==> config.mk <==
export PLATFORM = sky130hd
export DESIGN_NAME = hilo_divu_unit
export DESIGN_NICKNAME = d
export VERILOG_FILES = /design/src/rtl/hilo_divu_unit.sv
export SDC_FILE = /design/constraint.sdc
export NUM_CORES = 1
export LEC_CHECK = 0
export CAP_MARGIN = 25
export CORE_ASPECT_RATIO = 1.2
export CORE_MARGIN = 2
export CORE_UTILIZATION = 40
export DETAILED_ROUTE_END_ITERATION = 16
export DONT_BUFFER_PORTS = 1
export SLEW_MARGIN = 20
export SYNTH_ARGS = -nofsm -noshare
export SYNTH_HDL_FRONTEND = slang
export SYNTH_SLANG_ARGS = --single-unit
==> constraint.sdc <==
create_clock -name clk -period 8.8 [get_ports clk]
set_clock_uncertainty 0.2 [all_clocks]
set_input_delay 0.44 -clock clk [delete_from_list [all_inputs] [get_ports clk]]
set_output_delay 0.44 -clock clk [all_outputs]
set_load 0.02 [all_outputs]
==> src/rtl/hilo_divu_unit.sv <==
// HI/LO producer for the execute stage: a sequential restoring divider for DIVU that
// writes the remainder to HI and the quotient to LO after WIDTH iterations.
module hilo_divu_unit #(
  parameter int          WIDTH = 32,
  parameter logic [5:0]  DIVU  = 6'b011011
) (
  input  logic             clk,
  input  logic             reset,
  input  logic [5:0]       Signal,
  input  logic [WIDTH-1:0] dataA,
  input  logic [WIDTH-1:0] dataB,
  output logic [WIDTH-1:0] HiOut,
  output logic [WIDTH-1:0] LoOut,
  output logic             busy,
  output logic             done
);

  localparam int CW = $clog2(WIDTH);

  typedef enum logic [1:0] {
    IDLE = 2'b00,
    DIV  = 2'b01,
    DONE = 2'b10
  } state_t;

  state_t           state;
  state_t           state_next;

  logic [WIDTH-1:0] rem;
  logic [WIDTH-1:0] quo;
  logic [WIDTH-1:0] divisor;
  logic [CW-1:0]    count;

  logic             start;
  logic             last_step;
  logic [WIDTH:0]   shifted;
  logic [WIDTH:0]   trial;
  logic [WIDTH-1:0] rem_step;
  logic [WIDTH-1:0] quo_step;

  // The partial remainder is always below the divisor, so its extra top bit is
  // zero between steps and only the shifted/trial values need WIDTH+1 bits.
  always_comb begin
    start     = (Signal == DIVU) && ((state == IDLE) || (state == DONE));
    last_step = (state == DIV) && (count == CW'(WIDTH - 1));
    shifted   = {rem, quo[WIDTH-1]};
    trial     = shifted - {1'b0, divisor};
    quo_step  = {quo[WIDTH-2:0], ~trial[WIDTH]};
    rem_step  = trial[WIDTH] ? shifted[WIDTH-1:0] : trial[WIDTH-1:0];
  end

  always_comb begin
    state_next = state;
    case (state)
      IDLE:    if (start) state_next = DIV;
      DIV:     if (last_step) state_next = DONE;
      DONE:    state_next = start ? DIV : IDLE;
      default: state_next = IDLE;
    endcase
  end

  always_ff @(posedge clk or posedge reset) begin
    if (reset) begin
      state <= IDLE;
    end else begin
      state <= state_next;
    end
  end

  always_ff @(posedge clk or posedge reset) begin
    if (reset) begin
      rem     <= '0;
      quo     <= '0;
      divisor <= '0;
      count   <= '0;
      HiOut   <= '0;
      LoOut   <= '0;
    end else if (start) begin
      quo     <= dataA;
      divisor <= dataB;
      rem     <= '0;
      count   <= '0;
    end else if (state == DIV) begin
      rem   <= rem_step;
      quo   <= quo_step;
      count <= count + 1'b1;
      if (last_step) begin
        HiOut <= rem_step;
        LoOut <= quo_step;
      end
    end
  end

  always_comb begin
    busy = (state == DIV);
    done = (state == DONE);
  end

endmodule
==> flow_metrics.tcl <==
set metrics [dict create \
    status "complete, no violations" \
    hold_viol_final 0 \
    io_pins 138 \
    power_density_mw_per_mm2 367 \
    rr_startpoint "quo[31]" \
    ant_nets 0 \
    fill_cells 2228 \
    worst_pin_slew_ns 0.990 \
    diodes 0 \
    cap_violations 0 \
    die-height_um 171 \
    clock_sinks 167 \
    cpMaxStageDelayCell "mux2i_4" \
    combPwrFrac_pct 50.2 \
    h-tree-depth 4 \
    endpoint_kind "flip-flop" \
    clk_path_buf_depth 2 \
    cts_buffers 17 \
    area_delta_synth_final_pct 15.4 \
    route.met3.wl_um 1270 \
    hold_start "divisor[0]" \
    async_flop_share_pct 100 \
    max_stage_delay_ns 0.75 \
    root_buffer "clkbuf_16" \
    p_seq_share_pct 30.3 \
    crit_chain "inv_1, ha_1, inv_1, fa_1, a21o_1, a311oi_2, or3_4, a21oi_4, o21ai_4, mux2i_4, buf_4, a211oi_1, a311o_1" \
    tritoncts "yes" \
    drc_errors 0 \
    finalCriticalPeriod_ns 4.31 \
    p_int_mw 2.12 \
    cellLeakagePower_nw 4.98 \
    pwr-share-clk_pct 19.6 \
    yosysSeqAreaShare_pct 44.9 \
    rsz0062_at_grt "no" \
    firstDrtPassIters 5 \
    gp_congestion 0.889 \
    synth_area_leaders "dfrtp_1, nand2_1, ha_1" \
    avgSynthCellArea_um2 8.74 \
    synth-seq-cells 167 \
    timing.hold.ws_ns 0.299 \
    grt_max_degree 98 \
    critical_path_class "reg2reg" \
    min_period_over_period_pct 49.0 \
    yosys_warnings 0 \
    vias_per_cell 5.61 \
    max_slew_margin_pct 34.0 \
    top_layer "met4" \
    final-setup-viol-count 0 \
    crit_buf_inv 3 \
    grt_pass1_vias 8113 \
    drive_above_1_share_pct 5.83 \
    worstSetupStartpointType "flip-flop" \
    worstPathRequired_ns 8.92 \
    grt-ovfl-total 0 \
    switching_share_pct 46.2 \
    synth_common_cells "nand2_1, dfrtp_1, o21ai_0" \
    drt-met1-wl_um 11500 \
    setup.worst_path.start "quo[31]" \
    num_rows 61 \
    port_buffers 0 \
    vias 7931 \
    wl_per_cell_um 18.2 \
    cp_top_family "compound AO/OA/AOI/OAI gates" \
    antenna_found_initial 0 \
    synthFlopType "dfrtp_1" \
    tns_ns 0 \
    net-switching-power_mw 1.82 \
    synth_area_leader_cell "dfrtp_1" \
    synth_edf_count 0 \
    drt_iter0_drc 482 \
    fp.coreArea_mm2 0.0230 \
    clk_pin_slew_ns 0.07 \
    finalMaxSlewViolations 0 \
    critPathMaxFanout 45 \
    ir_drop_uv 193 \
    max_freq_mhz 232 \
    nets 1192 \
    syn_inst 1066 \
    grt_first_pass_wirelength_um 42300 \
    worstPathArrival_ns 4.43 \
    dieArea_mm2 0.0245 \
    cts.repair.resized 0 \
    synth_nets 1173 \
    clkLatencyLatePin_ns 0.44 \
    start_util_pct 40.4 \
    crit_path_frequent_cell "inv_1" \
    yosysMostFrequentCell "nand2_1" \
    syn-cell-area_mm2 0.00932 \
    dpl.hpwl_um 16400 \
    hp-class "reg2reg" \
    synth_top_area_share_pct 44.9 \
    synthDistinctLibCells 71 \
    track_usage_pct 21.7 \
    fp.dieW_um 143 \
    routed_wl_um 25700 \
    dr_wl_met2_um 12500 \
]
[power by group through the flow]
stage | sequential (mW) | clock (mW) | combinational (mW)
floorplan | 1.14 | 0 | 1.54
global placement | 1.20 | 0 | 1.91
detailed placement | 1.20 | 0 | 1.93
CTS | 1.19 | 0.790 | 1.97
global route | 1.22 | 0.822 | 2.21
finish | 1.19 | 0.772 | 1.98
[metal layers]
metal  vias to the layer above  track usage (%)
met5                         -                0
met4                         0             7.16
met3                        28             5.12
met2                       191             36.5
met1                      3865             27.6
li1                       3847                -
[cells by family (layout without fill, tap and decap cells)]
| kind of cell | count (synthesis) | after routing | synth area share, % |
|---|---|---|---|
| mux | 3 | 3 | 0.510 |
| buf+inv | 122 | 154 | 5.34 |
| compound gates | 291 | 291 | 21.8 |
| xor+xnor | 25 | 25 | 2.35 |
| flops | 167 | 167 | 44.9 |
| fa+ha+maj | 35 | 35 | 4.78 |
| simple gates | 423 | 423 | 20.4 |
[repair_timing]
| item | in CTS | in global routing |
|---|---|---|
| endpoints found under the setup margin | 0 | 0 |
| hold buffers | 65 | 0 |
| hold endpoints to repair | 152 | 0 |
| buffers inserted | 0 | 0 |
[final timing paths]
| kind | endpoint | cells past startpoint | slack, ns |
|---|---|---|---|
| setup / recovery | rem[2] | 13 | 4.49 |
| hold / removal | divisor[0] | 2 | 0.30 |
| setup reg to reg | rem[2] | 13 | 4.49 |
| hold reg to reg | divisor[0] | 2 | 0.30 |
| max in group asynchronous | LoOut[30] | 3 | 6.71 |
| min in group asynchronous | divisor[5] | 2 | 0.48 |
[sequential cells by signal, summed over array words and instances, names as in the netlist]
name / count
count: 5
rem: 32
LoOut: 32
divisor: 32
quo: 32
HiOut: 32
state: 2
[tightest hold or removal path, cell delays in order (launching register included)]
cell and delay [ns]:
dfrtp_1 0.35, nand2_1 0.06, nand2_1 0.06
[cells in the final DEF (no fill, tap or decap), drive strengths merged, types with 9 or more instances in the layout]
| cell | Yosys | final |
|---|---|---|
| nor2 | 50 | 50 |
| buf | 22 | 12 |
| o211ai | 18 | 18 |
| and3 | 24 | 24 |
| and2 | 10 | 10 |
| xor2 | 9 | 9 |
| a31oi | 24 | 24 |
| a41oi | 9 | 9 |
| dlygate4sd3 | 0 | 65 |
| nand4 | 21 | 21 |
| clkbuf | 56 | 17 |
| xnor2 | 16 | 16 |
| a21oi | 38 | 38 |
| ha | 34 | 34 |
| a21o | 27 | 27 |
| nand3 | 50 | 50 |
| a211oi | 18 | 18 |
| inv | 44 | 52 |
| dfrtp | 167 | 167 |
| a311o | 14 | 14 |
| o21ai | 71 | 71 |
| nand2 | 235 | 235 |
| a22oi | 30 | 30 |
[stage by stage]
step	total power, mW	worst slack [ns]	instance area, um^2	std cells	util (%)
after floorplan	2.68	3.64	9320	1066	-
after global placement	3.11	4.62	9490	1315	41.2
after global routing	4.25	4.22	10800	1413	46.7
final	3.94	4.49	10800	1413	46.7
after detailed placement	3.14	4.55	9490	1315	41.2
after CTS	3.95	4.51	10700	1412	46.6
[final cells by class]
type,instances,area [um^2],area share [%]
sequential,167,4180,38.9
inverter,44,170,1.58
clock inverter,15,179,1.66
multi-input combinational,777,4650,43.2
timing repair buffer,78,757,7.04
tap,315,394,3.66
clock buffer,17,425,3.95
Power figures use the tool's default switching activity.
